==> src/rtl/ro_sample_packer.sv <==
// ro_sample_packer
//
// Packs up to three FIFO_WIDTH-bit ring-oscillator samples into one 64-bit
// host word. Samples are popped from a show-ahead FIFO while in FILL. A word
// is presented (HOLD) once three samples are held, or earlier when a flush
// asks for a partial word. A flush that arrives while a word is held is
// remembered and applied after the word is accepted. An empty buffer never
// produces a word, so a flush with nothing collected is dropped (a remembered
// flush waits for the next sample instead).
//
// Word layout (default widths):
//   [19:0]  slot 0    [39:20] slot 1    [59:40] slot 2   (unused slots zero)
//   [61:60] sequence number (only with RO_PACK_SEQ_EN, otherwise zero)
//   [63:62] number of valid samples, 1..3
// The layout assumes 3*FIFO_WIDTH <= OUT_WIDTH-4.
//
// Configuration macro: RO_PACK_SEQ_EN -- when defined, a 2-bit sequence
// counter advances on every accepted word and is carried in bits [61:60].
//
// Ports:
//   clk           sole clock, rising edge
//   afu_rst_n     asynchronous active-low reset
//   fifo_empty    upstream FIFO empty
//   fifo_rd_data  head-of-FIFO sample, valid while fifo_empty is low
//   fifo_rd_en    pop strobe to the upstream FIFO
//   flush         single-cycle request to emit a partial word
//   out_data      packed word
//   out_valid     out_data valid
//   out_ready     downstream accepts the word when high with out_valid
//   word_count    number of words accepted since reset (wraps)

module ro_sample_packer #(
  parameter int FIFO_WIDTH  = 20,
  parameter int OUT_WIDTH   = 64,
  parameter int COUNT_WIDTH = 16
) (
  input  logic                   clk,
  input  logic                   afu_rst_n,
  input  logic                   fifo_empty,
  input  logic [FIFO_WIDTH-1:0]  fifo_rd_data,
  output logic                   fifo_rd_en,
  input  logic                   flush,
  output logic [OUT_WIDTH-1:0]   out_data,
  output logic                   out_valid,
  input  logic                   out_ready,
  output logic [COUNT_WIDTH-1:0] word_count
);

  typedef enum logic {
    FILL = 1'b0,
    HOLD = 1'b1
  } state_e;

  state_e                 state_q, state_d;
  logic [1:0]             cnt_q, cnt_d;
  logic [FIFO_WIDTH-1:0]  slot0_q, slot0_d;
  logic [FIFO_WIDTH-1:0]  slot1_q, slot1_d;
  logic [FIFO_WIDTH-1:0]  slot2_q, slot2_d;
  logic                   flushPend_q, flushPend_d;
  logic [OUT_WIDTH-1:0]   outData_q, outData_d;
  logic                   outValid_q, outValid_d;
  logic [COUNT_WIDTH-1:0] wordCount_q, wordCount_d;

  logic                   pop;
  logic [1:0]             cntNext;
  logic                   accept;
  logic [1:0]             seqField;

  // Builds the host word from the slots, the sample count and the sequence
  // number; everything not covered by a field stays zero.
  function automatic logic [OUT_WIDTH-1:0] packWord(
    input logic [1:0]            count,
    input logic [1:0]            seq,
    input logic [FIFO_WIDTH-1:0] s0,
    input logic [FIFO_WIDTH-1:0] s1,
    input logic [FIFO_WIDTH-1:0] s2
  );
    logic [OUT_WIDTH-1:0] w;
    w = '0;
    w[FIFO_WIDTH-1:0]                = s0;
    w[2*FIFO_WIDTH-1 -: FIFO_WIDTH]  = s1;
    w[3*FIFO_WIDTH-1 -: FIFO_WIDTH]  = s2;
    w[OUT_WIDTH-3 -: 2]              = seq;
    w[OUT_WIDTH-1 -: 2]              = count;
    return w;
  endfunction

  // Pops only while collecting; the reset term keeps the strobe low for the
  // whole time reset is held, not just after the next edge.
  assign pop     = (state_q == FILL) && !fifo_empty && afu_rst_n;
  assign cntNext = cnt_q + {1'b0, pop};
  assign accept  = (state_q == HOLD) && outValid_q && out_ready;

`ifdef RO_PACK_SEQ_EN
  logic [1:0] seq_q;

  // Sequence number advances once per accepted word and wraps mod 4.
  always_ff @(posedge clk or negedge afu_rst_n) begin
    if (!afu_rst_n) begin
      seq_q <= 2'd0;
    end else if (accept) begin
      seq_q <= seq_q + 2'd1;
    end
  end

  assign seqField = seq_q;
`else
  assign seqField = 2'b00;
`endif

  // Next-state logic. In FILL the popped sample goes into the slot selected
  // by the current count, and the word is built from the updated slots so a
  // pop in the same cycle as the third sample or a flush is included. A live
  // flush with nothing collected is simply ignored; a remembered flush stays
  // pending until a word actually leaves.
  always_comb begin
    state_d     = state_q;
    cnt_d       = cnt_q;
    slot0_d     = slot0_q;
    slot1_d     = slot1_q;
    slot2_d     = slot2_q;
    flushPend_d = flushPend_q;
    outData_d   = outData_q;
    outValid_d  = outValid_q;
    wordCount_d = wordCount_q;

    case (state_q)
      FILL: begin
        if (pop) begin
          case (cnt_q)
            2'd0:    slot0_d = fifo_rd_data;
            2'd1:    slot1_d = fifo_rd_data;
            default: slot2_d = fifo_rd_data;
          endcase
        end
        cnt_d = cntNext;
        if ((cntNext == 2'd3) ||
            ((flush || flushPend_q) && (cntNext != 2'd0))) begin
          state_d     = HOLD;
          outValid_d  = 1'b1;
          outData_d   = packWord(cntNext, seqField, slot0_d, slot1_d, slot2_d);
          flushPend_d = 1'b0;
        end
      end
      HOLD: begin
        if (flush) begin
          flushPend_d = 1'b1;
        end
        if (accept) begin
          state_d     = FILL;
          cnt_d       = 2'd0;
          slot0_d     = '0;
          slot1_d     = '0;
          slot2_d     = '0;
          outValid_d  = 1'b0;
          outData_d   = '0;
          wordCount_d = wordCount_q + COUNT_WIDTH'(1);
        end
      end
      default: begin
        state_d = FILL;
      end
    endcase
  end

  // State and output registers; reset clears the held samples and any
  // presented word at once.
  always_ff @(posedge clk or negedge afu_rst_n) begin
    if (!afu_rst_n) begin
      state_q     <= FILL;
      cnt_q       <= 2'd0;
      slot0_q     <= '0;
      slot1_q     <= '0;
      slot2_q     <= '0;
      flushPend_q <= 1'b0;
      outData_q   <= '0;
      outValid_q  <= 1'b0;
      wordCount_q <= '0;
    end else begin
      state_q     <= state_d;
      cnt_q       <= cnt_d;
      slot0_q     <= slot0_d;
      slot1_q     <= slot1_d;
      slot2_q     <= slot2_d;
      flushPend_q <= flushPend_d;
      outData_q   <= outData_d;
      outValid_q  <= outValid_d;
      wordCount_q <= wordCount_d;
    end
  end

  assign fifo_rd_en = pop;
  assign out_data   = outData_q;
  assign out_valid  = outValid_q;
  assign word_count = wordCount_q;

endmodule
==> config.mk <==
export PLATFORM = sky130hd
export DESIGN_NAME = ro_sample_packer
export DESIGN_NICKNAME = d
export VERILOG_FILES = /design/src/rtl/ro_sample_packer.sv
export SDC_FILE = /design/constraint.sdc
export NUM_CORES = 1
export LEC_CHECK = 0
export BUFFER_PORTS_ARGS = -buffer_cell sky130_fd_sc_hd__buf_2
export CAP_MARGIN = 20
export CELL_PAD_IN_SITES_DETAIL_PLACEMENT = 0
export CELL_PAD_IN_SITES_GLOBAL_PLACEMENT = 1
export CORE_MARGIN = 3
export CORE_UTILIZATION = 35
export DETAILED_ROUTE_END_ITERATION = 16
export PLACE_DENSITY_LB_ADDON = 0.1
export SLEW_MARGIN = 20
export SYNTH_ARGS = -nofsm -noshare
export SYNTH_HDL_FRONTEND = slang
export SYNTH_SLANG_ARGS = --single-unit
==> constraint.sdc <==
create_clock -name clk -period 2.1 [get_ports clk]
set_input_delay 0.105 -clock clk [delete_from_list [all_inputs] [get_ports clk]]
set_output_delay 0.105 -clock clk [all_outputs]
set_load 0.01 [all_outputs]
# Word level (Yosys, flattened, before mapping)
# Index checks and enable logic that the tools add are counted.
# totals
reg_bits	145
out_inout_bits	82
in_bits	25
elab_cells	55
# op_classes
n_bitwise	1
n_mux	24
reduce_logical	14
eq_ne	5
add_sub_neg	2
# op_table
operator	count
two-way mux 20 bit	7
two-way mux 64 bit	2
one-hot mux 64 bit (2 select lines)	1
one-hot mux 20 bit (2 select lines)	3
adder 16 x 1 -> 16 bit, second input constant	1
two-way mux 1 bit	6
one-hot mux 1 bit (2 select lines)	3
AND reduction 2 bit	3
logical AND 1 bit	5
!= test 2 x 1 -> 1 bit, second input constant	2
one-hot mux 2 bit (2 select lines)	1
adder 2 x 1 -> 2 bit	1
== test 2 x 1 -> 1 bit, second input constant	1
== test 2 bit, second input constant	1
zero test 2 bit	1
logical OR 1 bit	2
two-way mux 2 bit	1
!= test 2 bit, second input constant	1
nonzero test 2 bit	1
OR reduction 2 bit	1
zero test 1 bit	1
inverter 1 bit	1

# Longest topological paths before layout
# Gate-level depths: netlist of the first run.
# logic_depth
word_depth	9
mapped_depth	9
depth_no_buf	6

# Worst setup path before layout of the first run
# Ideal clock, no wire load.
# synth_path
path_type	flip-flop to flip-flop
from	reg state_q
to	reg outData_q[62] (netlist: out_data[62])
synth_period_minus_slack_ns	2.166
t_arrival_ns	2.089
setup_ns	0.077
setup_slack_ns	-0.066
path_stages_with_launch	10
path_cell_list	dfrtp_1 buf_2 nor3b_2 ha_1 nor3_1 a211o_1 buf_2 buf_2 nand3_1 o21ai_1
# synth_via
elab_chain_len	9
word_cells_on_any_way	15
classes_between	add/sub: 1; eq/ne: 3; mux: 2; bitwise: 1; reduce/logical: 8
# synth_lines
item	line_no	text
start, declared	54	state_e state_q, state_d;
start signal, assigned	180	state_q <= state_d;
inverter 1 bit *	-	
logical AND 1 bit * (2 in a row)	90	assign pop = (state_q == FILL) && !fifo_empty && afu_rst_n;
net fifo_rd_en	41	output logic fifo_rd_en,
adder 2 x 1 -> 2 bit *	91	assign cntNext = cnt_q + {1'b0, pop};
nonzero test 2 bit	138	((flush || flushPend_q) && (cntNext != 2'd0))) begin
logical AND 1 bit	138	
logical OR 1 bit	137	if ((cntNext == 2'd3) ||
!= test 2 x 1 -> 1 bit (no line)	-	
AND reduction 2 bit (no line)	-	
end signal, assigned	186	outData_q <= outData_d;
end, declared	60	logic [OUT_WIDTH-1:0] outData_q, outData_d;
# The timed path passes the listed nets; every way through them passes the cells marked *. The select of a mux whose other input is x is not followed.
# A chain may end at the register's enable or synchronous reset.

# Final worst setup path of the first run
# layout_path
from	reg state_q
to	reg outData_q[43] (netlist: out_data[43])
# layout_via
elab_chain_len	9
word_cells_on_any_way	16
classes_between	add/sub: 1; eq/ne: 3; mux: 3; bitwise: 1; reduce/logical: 8
# layout_lines
item	line_no
inverter 1 bit	-
logical AND 1 bit (2 in a row)	90
adder 2 x 1 -> 2 bit	91
nonzero test 2 bit	138
logical AND 1 bit	138
logical OR 1 bit	137
!= test 2 x 1 -> 1 bit (no line)	-
AND reduction 2 bit (no line)	-
# Several ways; a longest one is shown, not always the timed one. The select of a mux whose other input is x is not followed.

==> flow_summary.json, run 1 <==
{
  "dp_hpwl_microns": 9618,
  "r2r_slack_ns": 0.18,
  "p_comb_share_pct": 34.5,
  "dr.first_iter.drc_count": 238,
  "wl_microns": 14680,
  "status": "finished clean",
  "power_density_mw_per_mm2": 1505,
  "period_needed_ns": 1.918,
  "critPathCaptureType": "register",
  "slew_headroom_pct": 45.95,
  "cts_root_buf": "clkbuf_16",
  "async_flop_share_pct": 100.0,
  "ant_nets": 0,
  "area_growth_pct": 24.17,
  "dpl_cell_area_sq_mm": 0.006913,
  "gp_congestion": 0.7296,
  "clockPowerShare_pct": 25.5,
  "finalSetupTns_ns": 0,
  "min_to": "out_data[20]",
  "synthFlopType": "dfrtp_1",
  "num-nets-final": 687,
  "arrival_ns": 2.25,
  "layout_common_cells": "dfrtp_1, a21oi_1, buf_2",
  "hp-class": "in2reg",
  "tightest_slew_ns": 0.8108,
  "synthCells": 565,
  "setup_viol": 0,
  "yosys.area.top_type": "dfrtp_1",
  "design_area_sq_mm": 0.007513,
  "syn_area_per_cell_sq_um": 10.71,
  "pin_count": 107,
  "cts_tree": "built",
  "cts_made_buffers": 17,
  "wl_per_cell_microns": 16.43,
  "grt_pass1_wl_microns": 23340,
  "p_sw_mw": 4.039,
  "std_cell_rows": 47,
  "die-area_sq_mm": 0.01890,
  "die_width_microns": 137.5,
  "htree_levels": 4,
  "clk_path_buf_depth": 2,
  "rsz0062_at_grt": "no",
  "synth-compound-area-share_pct": 15.88,
  "synth_xor_area_share_pct": 2.316,
  "drv_slew": 0,
  "p_leak_nw": 3.530,
  "grt_pass1_vias": 4338,
  "synth_top_family_by_area": "compound AO/OA/AOI/OAI gates",
  "vias_per_cell": 5.077,
  "hp-start": "fifo_rd_data[0]",
  "clkTransAtPathRegs_ns": 0.06,
  "via_count": 4534,
  "fp.coreArea_sq_mm": 0.01676,
  "cp_max_fo": 32,
  "multiInputGateArea_sq_mm": 0.002280,
  "p_sw_share_pct": 35.72,
  "nFillCells": 1599,
  "seq_area_sq_mm": 0.003578,
  "final_common_cell": "dfrtp_1",
  "first_pass_iters": 6,
  "hold_path_depth": 3,
  "drc": 0,
  "p_int_mw": 7.267,
  "p_total_mw": 11.31,
  "synth.yosys.warnings": 0,
  "r2r-start": "state_q",
  "start_util_pct": 36.10,
  "yosysSeqAreaShare_pct": 59.14,
  "vdd_drop_max_mv": 0.6683,
  "timing.hold.ws_ns": 0.04193,
  "ctsResizeCount": 0,
  "diodes": 0,
  "max_cap_viol_count": 0,
  "synth_cell_types": 29,
  "hold_violations": 0,
  "r2r-end": "out_data[43]",
  "io_buffers": 104,
  "yosys.area_share.simple_pct": 8.457,
  "cts_sinks": 143,
  "clk_latency_ns": 0.42,
  "cp-start-kind": "register",
  "ys_top_cells_by_area": "dfrtp_1, a21oi_1, mux2i_1, nand3_1, o21ai_1",
  "reg2regPathDepth": 7,
  "ys_ff_latch": 143,
  "period_share_pct": 91.36,
  "synth_area_sq_mm": 0.006051,
  "crit_type": "reg2reg",
  "grt_max_degree": 144,
  "synth_edf_count": 0,
  "synthMuxAreaShare_pct": 9.926,
  "seq_power_share_pct": 40.0,
  "gr-total-overflow": 0,
  "grt.total_usage_pct": 16.10,
  "fmax_mhz": 521.2,
  "crit_required_ns": 2.43,
  "synth_top_area_share_pct": 59.14,
  "die_y_microns": 137.5,
  "post_cts_buffers": 0,
  "synth_adder_area_share_pct": 0.4136,
  "antenna_found_initial": 1,
  "drive_gt1_share_pct": 23.48,
  "clock_skew_ns": 0.007812
}
## cell usage after synthesis, types with 2 or more instances
| master | instances |
|---|---|
| clkbuf_1 | 29 |
| nand3_1 | 67 |
| xor2_1 | 3 |
| o21ai_0 | 5 |
| buf_2 | 10 |
| buf_4 | 6 |
| nor2_1 | 7 |
| inv_1 | 2 |
| nor3b_2 | 2 |
| o21ai_1 | 61 |
| mux2i_1 | 60 |
| xnor2_1 | 13 |
| nor4_1 | 2 |
| and3_1 | 2 |
| a21oi_1 | 123 |
| nand2_1 | 11 |
| buf_1 | 4 |
| nand4_1 | 4 |
| dfrtp_1 | 143 |
| ha_1 | 2 |
## metal layers
layer | track usage, % | share of wire (%) | vias up
met5 | 0 | 0.089 | -
met4 | 5.155 | 1.3 | 2
met3 | 4.894 | 5.3 | 18
met2 | 25.89 | 48 | 88
met1 | 20.83 | 45 | 2213
li1 | - | - | 2213
## repair_timing
item,CTS,global route
endpoints found under the hold margin,145,0
hold buffers,3,0
endpoints found under the setup margin,0,0
## stage by stage
step                cells  setup WS [ns]  util [%]
floorplan             566      0.0005276         -
global placement      858         0.2181     41.25
detailed placement    858         0.1907     41.25
CTS                   893         0.1739     44.83
global route          893        0.04487     44.83
finish                893         0.1815     44.83
## flip-flops by register name, indices dropped and copies added (netlist names)
register and cells:
word_count 16, slot1_q 20, flushPend_q 1, slot2_q 20, state_q 1, out_data 62
slot0_q 20, cnt_q 2, out_valid 1
## critical path, stage by stage (launching register included)
cell	delay, ns
dfrtp_1	0.40
nor3b_4	0.19
ha_1	0.28
nor3_1	0.30
a211o_4	0.27
buf_12	0.21
nand3_1	0.09
o21ai_1	0.10
## final cells by class
class / instances / area share (%)
multi-input cells: 371 / 30.34
flip-flops and latches: 143 / 47.63
repair buffers: 124 / 10.61
clock inverters: 10 / 1.149
clock buffers: 22 / 6.445
inverters: 3 / 0.1665
well taps: 220 / 3.664
## kinds of logic (layout without fill, tap and decap cells)
| logic type | Yosys count | in the layout |
|---|---|---|
| AOI/OAI and AO/OA | 191 | 191 |
| DFF | 143 | 143 |
| and+or+nand+nor | 100 | 100 |
| muxes | 60 | 60 |
| buffers and inverters | 52 | 159 |
| xor gates and xnor gates | 16 | 16 |
| adders and majority gates | 2 | 2 |
| other | 1 | 2 |
## power groups by stage
stage / clock network, mW / logic [mW] / registers [mW]
6_report: 2.88 / 3.90 / 4.52
5_1_grt: 3.07 / 4.47 / 4.66
4_1_cts: 2.96 / 3.99 / 4.53
3_5_place_dp: 0 / 3.98 / 4.57
3_3_place_gp: 0 / 3.87 / 4.53
2_1_floorplan: 0 / 2.49 / 4.65
## worst max-delay path by stage
stage | slack, ns | to | cells past startpoint | from
global placement | 0.22 | out_data[28] | 7 | state_q
floorplan | 0.0005 | out_data[62] | 9 | state_q
finish | 0.18 | out_data[43] | 7 | state_q
CTS | 0.17 | out_data[49] | 7 | state_q
global route | 0.04 | out_data[6] | 7 | state_q
detailed placement | 0.19 | out_data[47] | 7 | state_q
No activity file was read; power rests on OpenSTA's default activity.
==> run 2: changes to the inputs <==
- clock period: 2.1 -> 1.6 ns (I/O delays scaled with it)
==> flow_summary.json, run 2 (synthesis results as in run 1) <==
{
  "status": "finished, violations left",
  "violations": "setup timing",
  "slew_headroom_pct": 60.19,
  "layout_common_cells": "dfrtp_1, a21oi_1, buf_2",
  "grt_pass1_wl_microns": 25460,
  "power_density_mw_per_mm2": 1937,
  "arrival_ns": 2.11,
  "vdd_drop_max_mv": 0.9901,
  "dp_hpwl_microns": 10490,
  "fmax_mhz": 553.5,
  "drive_gt1_share_pct": 39.09,
  "place_ws_ns": -0.2723,
  "drc": 0,
  "hold_violations": 0,
  "ant_nets": 0,
  "dp_cells": 870,
  "rsz0062_at_grt": "yes",
  "grt_pass1_vias": 4674,
  "drv_slew": 0,
  "grt_busiest_layer": "met2",
  "crit_type": "reg2reg",
  "first_pass_iters": 4,
  "clk_path_buf_depth": 2,
  "vias_per_cell": 5.200,
  "timing.hold.ws_ns": 0.04100,
  "gp_congestion": 0.7492,
  "grt_max_degree": 58,
  "dr.first_iter.drc_count": 277,
  "p_leak_nw": 3.922,
  "die_y_microns": 137.5,
  "start_util_pct": 36.10,
  "diodes": 0,
  "die_width_microns": 137.5,
  "finalSetupTns_ns": -15.89,
  "grt.total_usage_pct": 17.59,
  "wl_microns": 16990,
  "critPathCaptureType": "register",
  "fin_util_pct": 52.08,
  "period_share_pct": 112.9,
  "cts_made_buffers": 17,
  "fin_ws_ns": -0.2066,
  "clk_latency_ns": 0.42,
  "pin_count": 107,
  "final_common_cell": "dfrtp_1",
  "clock_skew_ns": 0.01555,
  "crit_required_ns": 1.90,
  "max_cap_viol_count": 0,
  "setup_viol": 122,
  "antenna_found_initial": 1,
  "clkTransAtPathRegs_ns": 0.06,
  "cp_max_fo": 26,
  "dpl_cell_area_sq_mm": 0.007066,
  "grt_use_met2_pct": 29.26,
  "use_met1_pct": 22.36,
  "via_count": 4815,
  "largest_register_ffs": 62,
  "htree_levels": 4,
  "wl_per_cell_microns": 18.35,
  "cp-start-kind": "register",
  "period_needed_ns": 1.807,
  "num-nets-final": 721,
  "global_route.usage.met3_pct": 4.675,
  "design_area_sq_mm": 0.008728,
  "cts_tree": "built",
  "fp.coreArea_sq_mm": 0.01676,
  "fin_cells": 926,
  "tightest_slew_ns": 0.5971,
  "cts_root_buf": "clkbuf_16",
  "gr-total-overflow": 0,
  "cts_sinks": 143,
  "area_growth_pct": 44.25,
  "std_cell_rows": 47,
  "hp-class": "in2reg",
  "p_total_mw": 16.91,
  "io_buffers": 104,
  "die-area_sq_mm": 0.01890
}
-- run 2: cell type report --
class	count	area, sq um
fill	1520	8031
sequential	143	3578
multi-input combinational	372	2970
timing repair buffer	157	1272
clock buffer	22	464.2
tap	220	275.3
clock inverter	9	155.1
inverter	3	12.51
-- run 2: worst paths after layout --
path                                 startpoint              to  slack [ns]  depth (start not counted)
max in group asynchronous             afu_rst_n     slot1_q[10]        0.29                          4
min in group asynchronous             afu_rst_n  word_count[10]        0.29                          3
worst min-delay path            fifo_rd_data[8]    out_data[48]        0.04                          3
worst max register to register          state_q    out_data[41]       -0.21                          7
worst max-delay path                    state_q    out_data[41]       -0.21                          7
worst min register to register   word_count[15]  word_count[15]        0.47                          1
-- run 2: what timing repair did --
action,in CTS,in global routing
hold endpoints to repair,42,0
hold buffers,3,0
pin swaps,8,13
setup endpoints to repair,111,187
buffers inserted,3,12
cloned,5,4
gates resized for setup,57,83
-- run 2: critical path, stage by stage, from the launching register on --
cell and delay (ns):
dfrtp_1 0.40, nor3b_4 0.23, ha_4 0.20, o21ai_4 0.08, a211o_4 0.44, buf_12 0.20, nand3_1 0.08, o21ai_1 0.06
-- run 2: power breakdown --
group	switching (mW)	total [mW]	internal, mW
sequential	1.12	6.25	5.13
clock	1.50	4.19	2.69
combinational	3.39	6.47	3.08
-- run 2: per-layer routing --
metal,share of wire (%),vias up
li1,-,2302
met1,43,2395
met2,51,104
met3,5.1,12
met4,0.83,2
met5,0.11,-
==> run 3: changes to the inputs <==
- CORE_MARGIN: 3 -> unset
==> flow_summary.json, run 3 (synthesis results as in run 1) <==
{
  "status": "finished, violations left",
  "violations": "setup timing",
  "seq_area_sq_mm": 0.003578,
  "hp-class": "in2reg",
  "drive_gt1_share_pct": 42.20,
  "period_share_pct": 115.8,
  "cts_sinks": 143,
  "seq_power_share_pct": 36.3,
  "die-area_sq_mm": 0.01782,
  "tightest_slew_ns": 0.6609,
  "layout_common_cells": "dfrtp_1, a21oi_1, buf_2",
  "gr-total-overflow": 0,
  "fp.coreArea_sq_mm": 0.01676,
  "via_count": 4764,
  "period_needed_ns": 1.853,
  "r2r-start": "state_q",
  "grt.total_usage_pct": 19.16,
  "start_util_pct": 36.10,
  "die_y_microns": 133.5,
  "nFillCells": 1493,
  "cts_root_buf": "clkbuf_16",
  "htree_levels": 4,
  "grt_pass1_vias": 4598,
  "wl_microns": 16970,
  "cts_tree": "built",
  "wl_per_cell_microns": 18.47,
  "fin_ws_ns": -0.2529,
  "design_area_sq_mm": 0.008900,
  "hp-start": "fifo_rd_data[14]",
  "p_sw_share_pct": 36.13,
  "p_leak_nw": 3.905,
  "dr.first_iter.drc_count": 284,
  "crit_start": "state_q",
  "clk_path_buf_depth": 2,
  "cts_made_buffers": 17,
  "max_cap_viol_count": 0,
  "final_common_cell": "dfrtp_1",
  "hold_violations": 0,
  "diodes": 0,
  "critPathCaptureType": "register",
  "clock_skew_ns": 0.008386,
  "fin_util_pct": 53.10,
  "cp-start-kind": "register",
  "vias_per_cell": 5.184,
  "cp_max_fo": 11,
  "p_sw_mw": 6.259,
  "slew_headroom_pct": 55.94,
  "clkTransAtPathRegs_ns": 0.06,
  "power_density_mw_per_mm2": 1947,
  "clk_latency_ns": 0.42,
  "io_buffers": 104,
  "area_growth_pct": 47.08,
  "ant_nets": 0,
  "gp_congestion": 0.7307,
  "dpl_cell_area_sq_mm": 0.006998,
  "vdd_drop_max_mv": 0.8963,
  "crit_required_ns": 1.95,
  "rsz0062_at_grt": "yes",
  "p_comb_share_pct": 40.2,
  "fmax_mhz": 539.7,
  "grt_pass1_wl_microns": 25840,
  "crit_type": "reg2reg",
  "pin_count": 107,
  "drv_slew": 0,
  "die_width_microns": 133.5,
  "setup_viol": 127,
  "num-nets-final": 713,
  "p_int_mw": 11.07,
  "grt_max_degree": 97,
  "multiInputGateArea_sq_mm": 0.003149,
  "largest_register_ffs": 62,
  "arrival_ns": 2.20,
  "clockPowerShare_pct": 23.5,
  "timing.hold.ws_ns": 0.04646,
  "antenna_found_initial": 0,
  "std_cell_rows": 47,
  "drc": 0,
  "first_pass_iters": 5,
  "dp_hpwl_microns": 9675
}
[run 3: changes by cell type in the layout (fill, tap and decap cells not counted), moves of 4 or more]
cell / before / now
mux2i_4: 31 / 44
buf_4: 22 / 10
clkinv_2: 3 / 7
nand3_2: 27 / 16
nand3_1: 39 / 50
o21ai_2: 1 / 29
buf_12: 12 / 16
mux2i_2: 19 / 14
mux2i_1: 10 / 2
o21ai_1: 63 / 35
[run 3: through the flow]
stage	power [mW]	cells	setup TNS, ns	setup slack [ns]
2_1_floorplan	9.498	566	-26.96	-0.3905
3_3_place_gp	11.09	866	-18.37	-0.2648
3_5_place_dp	11.27	866	-23.39	-0.3142
4_1_cts	16.22	913	-18.10	-0.2460
5_1_grt	18.52	919	-29.57	-0.3289
6_report	17.33	919	-17.80	-0.2529
[run 3: final cells by class]
type                       instances  share of cell area, %
multi-input combinational        372                  35.39
timing repair buffer             149                  14.34
inverter                           3                 0.1406
tap                              220                  3.093
clock inverter                    11                  1.546
sequential                       143                  40.21
clock buffer                      21                  5.286
[run 3: worst max-delay path, cell delays in order, from the launching register on]
cell	delay, ns
dfrtp_1	0.40
nor3b_4	0.23
ha_4	0.17
xnor2_2	0.09
a211o_4	0.45
buf_12	0.17
buf_16	0.15
o21ai_2	0.13
[run 3: worst paths after layout]
kind	end	slack, ns	cells after the start
max	out_data[21]	-0.25	7
min	out_data[54]	0.05	3
max reg2reg	out_data[21]	-0.25	7
min reg2reg	word_count[15]	0.47	1
max in group asynchronous	out_data[9]	0.30	4
min in group asynchronous	word_count[4]	0.32	3
[run 3: layer usage]
| metal | share of wire [%] | track usage [%] | routed length (microns) |
|---|---|---|---|
| met5 | 0 | 0 | 0 |
| met2 | 50 | 30.61 | 8467 |
| met4 | 1.7 | 5.871 | 281 |
| met3 | 4.4 | 4.947 | 742 |
| met1 | 44 | 25.56 | 7479 |
[run 3: repair_timing]
action / 4_1_cts / 5_1_grt
hold buffers: 3 / 0
pin swaps: 7 / 19
endpoints found under the hold margin: 49 / 0
setup endpoints to repair: 125 / 132
gates cloned: 7 / 6
setup buffers: 5 / 1
resized for setup: 76 / 111
[run 3: power groups by stage]
stage | combinational, mW | clock (mW) | sequential [mW]
5_1_grt | 7.74 | 4.31 | 6.47
2_1_floorplan | 3.39 | 0 | 6.11
3_3_place_gp | 5.15 | 0 | 5.94
4_1_cts | 6.02 | 4.14 | 6.06
3_5_place_dp | 5.29 | 0 | 5.98
6_report | 6.97 | 4.07 | 6.29
